### src/rtl/maze_solve.sv
// maze_solve: wall-following maze solver sequencer.
// Alternates forward moves and heading changes with the navigate block.
// At each decision point it picks a new heading from the IR opening
// sensors and the wall affinity latched at solve start. It stops when
// the magnet (maze exit) is detected.
module maze_solve (
    input  logic        clk,
    input  logic        rst_n,
    input  logic        cmd_md,
    input  logic        cmd0,
    input  logic        lft_opn,
    input  logic        rght_opn,
    input  logic        mv_cmplt,
    input  logic        sol_cmplt,
    output logic        strt_hdng,
    output logic        strt_mv,
    output logic        stp_lft,
    output logic        stp_rght,
    output logic [11:0] dsrd_hdng
);

    typedef enum logic [2:0] {
        IDLE, MOVE, WAIT_MV, DECIDE, HDNG, WAIT_HDNG, DONE
    } state_t;

    localparam logic [11:0] HDG_N = 12'h000;
    localparam logic [11:0] HDG_W = 12'h3FF;
    localparam logic [11:0] HDG_S = 12'h7FF;
    localparam logic [11:0] HDG_E = 12'hC00;

    // Heading tables. Any value that is not a cardinal heading maps to N.
    function automatic logic [11:0] turn_left(input logic [11:0] h);
        case (h)
            HDG_N:   turn_left = HDG_W;
            HDG_W:   turn_left = HDG_S;
            HDG_S:   turn_left = HDG_E;
            HDG_E:   turn_left = HDG_N;
            default: turn_left = HDG_N;
        endcase
    endfunction

    function automatic logic [11:0] turn_right(input logic [11:0] h);
        case (h)
            HDG_N:   turn_right = HDG_E;
            HDG_E:   turn_right = HDG_S;
            HDG_S:   turn_right = HDG_W;
            HDG_W:   turn_right = HDG_N;
            default: turn_right = HDG_N;
        endcase
    endfunction

    function automatic logic [11:0] turn_rev(input logic [11:0] h);
        case (h)
            HDG_N:   turn_rev = HDG_S;
            HDG_S:   turn_rev = HDG_N;
            HDG_E:   turn_rev = HDG_W;
            HDG_W:   turn_rev = HDG_E;
            default: turn_rev = HDG_N;
        endcase
    endfunction

    state_t      state, nxt_state;
    logic        aff, aff_nxt;
    logic        active_nxt;
    logic [11:0] new_hdng;

    // Next-state logic, affinity capture and the wall-follower heading choice.
    always_comb begin
        // NOTE: every comb output gets a default first so no path infers a latch.
        nxt_state = state;
        aff_nxt   = aff;

        if (aff) begin
            if (lft_opn)       new_hdng = turn_left(dsrd_hdng);
            else if (rght_opn) new_hdng = turn_right(dsrd_hdng);
            else               new_hdng = turn_rev(dsrd_hdng);
        end else begin
            if (rght_opn)      new_hdng = turn_right(dsrd_hdng);
            else if (lft_opn)  new_hdng = turn_left(dsrd_hdng);
            else               new_hdng = turn_rev(dsrd_hdng);
        end

        if (!cmd_md) begin
            nxt_state = IDLE;
        end else begin
            case (state)
                IDLE: begin
                    nxt_state = MOVE;
                    aff_nxt   = cmd0;
                end
                MOVE:    nxt_state = WAIT_MV;
                // A completion in the same cycle as our own start pulse is
                // stale, so it is ignored.
                WAIT_MV:
                    if (mv_cmplt && !strt_mv)
                        nxt_state = sol_cmplt ? DONE : DECIDE;
                DECIDE:  nxt_state = HDNG;
                HDNG:    nxt_state = WAIT_HDNG;
                WAIT_HDNG:
                    if (mv_cmplt && !strt_hdng)
                        nxt_state = sol_cmplt ? DONE : MOVE;
                DONE:    nxt_state = DONE;
                default: nxt_state = IDLE;
            endcase
        end

        active_nxt = (nxt_state != IDLE) && (nxt_state != DONE);
    end

    // State and registered outputs. Start pulses fire on the cycle after
    // MOVE/HDNG. By that time the heading register already holds the value
    // chosen in DECIDE.
    always_ff @(posedge clk or negedge rst_n) begin
        if (!rst_n) begin
            state     <= IDLE;
            aff       <= 1'b0;
            dsrd_hdng <= HDG_N;
            strt_hdng <= 1'b0;
            strt_mv   <= 1'b0;
            stp_lft   <= 1'b0;
            stp_rght  <= 1'b0;
        end else begin
            // NOTE: non-blocking assignments so every register samples pre-edge values.
            state     <= nxt_state;
            aff       <= aff_nxt;
            strt_mv   <= cmd_md && (state == MOVE);
            strt_hdng <= cmd_md && (state == HDNG);
            if (cmd_md && (state == DECIDE))
                dsrd_hdng <= new_hdng;
            stp_lft   <= active_nxt & aff_nxt;
            stp_rght  <= active_nxt & ~aff_nxt;
        end
    end

endmodule

### config.mk
export PLATFORM = sky130hd
export DESIGN_NAME = maze_solve
export DESIGN_NICKNAME = d
export VERILOG_FILES = /design/src/rtl/maze_solve.sv
export SDC_FILE = /design/constraint.sdc
export NUM_CORES = 1
export LEC_CHECK = 0
export CORE_MARGIN = 8
export CORE_UTILIZATION = 47
export DETAILED_ROUTE_END_ITERATION = 6
export PLACE_DENSITY = 0.82
export SYNTH_ARGS = -nofsm -noshare
export SYNTH_HDL_FRONTEND = slang
export SYNTH_SLANG_ARGS = --single-unit
### constraint.sdc
create_clock -name clk -period 3.15 [get_ports clk]
set_input_delay 0.4725 -clock clk [delete_from_list [all_inputs] [get_ports clk]]
set_output_delay 0.4725 -clock clk [all_outputs]
set_load 0.03 [all_outputs]
==> impl_metrics.prom <==
# TYPE chip_impl_metric gauge
chip_impl_metric{name="antenna_violations_before_repair",unit=""} 0
chip_impl_metric{name="placer_congestion_estimate",unit=""} 0.812
chip_impl_info{name="worstSetupStartpointType",value="flip-flop"} 1
chip_impl_metric{name="cts.repair.resized",unit=""} 0
chip_impl_metric{name="rows",unit=""} 14
chip_impl_metric{name="postSynth.asyncResetShare",unit="%"} 100
chip_impl_metric{name="period_share",unit="%"} 68.2
chip_impl_metric{name="static-leakage-power",unit="nW"} 0.361
chip_impl_metric{name="drv_cap",unit=""} 0
chip_impl_metric{name="number_of_enable_flip_flop_cells_after_synthesis",unit=""} 0
chip_impl_metric{name="gr-usage-all-layers",unit="%"} 9.91
chip_impl_metric{name="r2r_setup_slack",unit="ps"} 1630
chip_impl_metric{name="power-per-cell-area",unit="nW/um^2"} 840
chip_impl_metric{name="synth.yosys.seq_area_share",unit="%"} 38.5
chip_impl_metric{name="critPathBufInv",unit=""} 1
chip_impl_metric{name="total_wire_length_after_detailed_routing",unit="um"} 1490
chip_impl_metric{name="holdBufCountCts",unit=""} 0
chip_impl_metric{name="drt-vias-per-instance",unit=""} 5.78
chip_impl_metric{name="clock_tree.htree_level_count",unit=""} 1
chip_impl_info{name="cts_tree",value="done"} 1
chip_impl_metric{name="ir_worst_vdd",unit="uV"} 390
chip_impl_metric{name="p_seq_share",unit="%"} 32.6
chip_impl_info{name="run_status",value="complete, no violations"} 1
chip_impl_metric{name="nets",unit=""} 96
chip_impl_metric{name="synth.avg_cell_area",unit="um^2"} 9.79
chip_impl_metric{name="numCtsBuffers",unit=""} 3
chip_impl_metric{name="die_w",unit="um"} 55.0
chip_impl_metric{name="post-route-worst-setup-slack",unit="ps"} 1000
chip_impl_metric{name="first_pass_grt_wire_length",unit="um"} 2190
chip_impl_metric{name="floorplan.initialDensity",unit="%"} 48.6
chip_impl_metric{name="grt_start_max_net_pins",unit=""} 20
chip_impl_metric{name="place.port_buffers",unit=""} 23
chip_impl_metric{name="clockPowerShare",unit="%"} 12.2
chip_impl_metric{name="drt_pass1_iterations",unit=""} 4
chip_impl_info{name="cp-end-kind",value="output port"} 1
chip_impl_info{name="critical_path.top_delay_family",value="buffers and inverters"} 1
chip_impl_metric{name="worstPathArrival",unit="ps"} 1680
chip_impl_metric{name="clk-insertion-delay-late",unit="ps"} 260
chip_impl_metric{name="ys_warn_count",unit=""} 0
chip_impl_metric{name="number_of_i_o_pins",unit=""} 24
chip_impl_metric{name="design_area",unit="um^2"} 892
chip_impl_metric{name="timing_worst_slew_pin_value",unit="ps"} 488
chip_impl_metric{name="fp.dieH",unit="um"} 55.0
chip_impl_metric{name="final-setup-viol-count",unit=""} 0
chip_impl_metric{name="timing.critical_path.required",unit="ps"} 2680
chip_impl_metric{name="detailedPlace.worstSlack",unit="ps"} 1170
chip_impl_info{name="most-common-layout-cells",value="clkdlybuf4s50_1, dfrtp_1, nand2_1"} 1
chip_impl_metric{name="reported_net_switching_power",unit="mW"} 0.342
chip_impl_metric{name="combPwrFrac",unit="%"} 55.2
chip_impl_metric{name="timing.max_slew.rel_slack",unit="%"} 67.4
chip_impl_metric{name="first_iter_violations",unit=""} 13
chip_impl_info{name="critical_path.slowest_cell",value="clkdlybuf4s50_1"} 1
chip_impl_info{name="mostFrequentLayoutCell",value="clkdlybuf4s50_1"} 1
chip_impl_metric{name="final-hold-violation-count",unit=""} 0
chip_impl_info{name="grt_setup_unrepaired",value="no"} 1
chip_impl_metric{name="power_switching_share",unit="%"} 45.6
chip_impl_metric{name="dpl_cell_area",unit="um^2"} 866
chip_impl_metric{name="cpPeakStageDelay",unit="ps"} 780
chip_impl_metric{name="dp_hpwl",unit="um"} 1170
chip_impl_metric{name="syn_inst",unit=""} 73
chip_impl_metric{name="synth_nets",unit=""} 81
chip_impl_metric{name="path_clk_slew",unit="ps"} 60
chip_impl_metric{name="clk_path_buf_depth",unit=""} 2
chip_impl_metric{name="drive_above_1_share",unit="%"} 9.20
chip_impl_metric{name="finalClockSkew",unit="ps"} 1.80
chip_impl_metric{name="syn-cell-area",unit="um^2"} 714
chip_impl_metric{name="detail_route.drc_violations",unit=""} 0
chip_impl_info{name="hold_path_class",value="in2async"} 1
chip_impl_metric{name="internal-power",unit="mW"} 0.408
chip_impl_info{name="critPathKind",value="reg2out"} 1
chip_impl_info{name="crit_path_cell_trace",value="clkdlybuf4s50_1"} 1
chip_impl_metric{name="overall_die_area",unit="um^2"} 3020
chip_impl_metric{name="wl_per_cell",unit="um"} 14.5
chip_impl_metric{name="antenna_cells",unit=""} 0
chip_impl_metric{name="maxSlewViolCount",unit=""} 0
chip_impl_metric{name="timing_limited_maximum_frequency",unit="MHz"} 465
chip_impl_metric{name="layout_min_cycle_time",unit="ps"} 2150
chip_impl_metric{name="ant_nets",unit=""} 0
chip_impl_metric{name="grt_pass1_vias",unit=""} 527
chip_impl_metric{name="floorplan.core_area",unit="um^2"} 1470
chip_impl_info{name="postSynth.topFlopCell",value="dfrtp_1"} 1
chip_impl_metric{name="cts.sinks",unit=""} 11
chip_impl_metric{name="globalRoute.totalOverflow",unit=""} 0
chip_impl_metric{name="synth_cell_type_count",unit=""} 35
chip_impl_metric{name="area_delta_synth_final",unit="%"} 24.9
chip_impl_metric{name="setup_total_negative_slack",unit="ps"} 0
chip_impl_metric{name="crit_path_max_fanout",unit=""} 19
chip_impl_info{name="root_buffer",value="clkbuf_4"} 1
chip_impl_metric{name="detailed_route_via_count",unit=""} 595
chip_impl_metric{name="yosys_register_bits",unit=""} 11
chip_impl_metric{name="postCtsSetupBuffers",unit=""} 0
## synth_stat cells (all sizes together) (2+ instances only)
cell    instances  area, um^2
a21oi           3        18.8
a221oi          2        17.5
a31oi           3        18.8
buf            12        95.1
dfrtp          11         275
nand2           6        22.5
nand3b          2        15.0
nor2            2        7.51
nor3            4        20.0
nor3b           4        35.0
nor4b           2        23.8
nor4bb          2        20.0
o21ai           4        20.0
## metrics by stage
stage	utilization, %	hold WS [ps]	instances	power (mW)
floorplan	-	177	73	0.563
global placement	58.8	551	99	0.656
detailed placement	58.8	556	99	0.664
CTS	60.6	557	103	0.757
global route	60.6	583	103	0.793
finish	60.6	543	103	0.749
## power by group through the flow
stage	Clock (mW)	Combinational [mW]	Sequential, mW
finish	0.0911	0.414	0.244
global route	0.104	0.436	0.253
CTS	0.0947	0.418	0.244
detailed placement	0	0.417	0.247
global placement	0	0.413	0.243
floorplan	0	0.307	0.256
## final cells by class
class,instances,area [um^2]
sequential,11,275
tap,16,20.0
inverter,1,3.75
clock buffer,4,26.3
timing repair buffer,23,230
fill,128,579
multi-input combinational,48,337
## cells by family (layout without fill, tap and decap cells)
group | count (synthesis) | in the layout | synth area share (%)
multiplexers | 1 | 1 | 1.58
AO/OA/AOI/OAI | 17 | 17 | 16.5
XOR/XNOR | 1 | 1 | 1.23
AND/OR/NAND/NOR | 29 | 29 | 27.8
flip-flops | 11 | 11 | 38.5
buffers and inverters | 14 | 28 | 14.4
## worst paths after layout
| kind | endpoint | from | cells after the start |
|---|---|---|---|
| setup / recovery | dsrd_hdng[3] | dsrd_hdng[9]$_DFFE_PN0P_ | 1 |
| hold / removal | strt_mv$_DFF_PN0_ | rst_n | 1 |
| setup reg to reg | stp_lft$_DFF_PN0_ | state[0]$_DFF_PN0_ | 3 |
| hold reg to reg | aff$_DFF_PN0_ | aff$_DFF_PN0_ | 1 |
| max in group asynchronous | dsrd_hdng[9]$_DFFE_PN0P_ | rst_n | 1 |
| min in group clk | aff$_DFF_PN0_ | aff$_DFF_PN0_ | 1 |
## sequential cells by signal, summed over array words and instances, names as in the netlist
name and cells:
state 3, stp_rght 1, dsrd_hdng 3, aff 1, strt_mv 1, strt_hdng 1, stp_lft 1
## metal layers
metal	GRT usage, %	up-vias	wire length [um]
met5	0	-	0
met4	4.80	0	0
met2	17.0	26	663
li1	-	291	-
met3	2.67	0	169
met1	11.1	278	661
(Power assumes the default switching activity.)
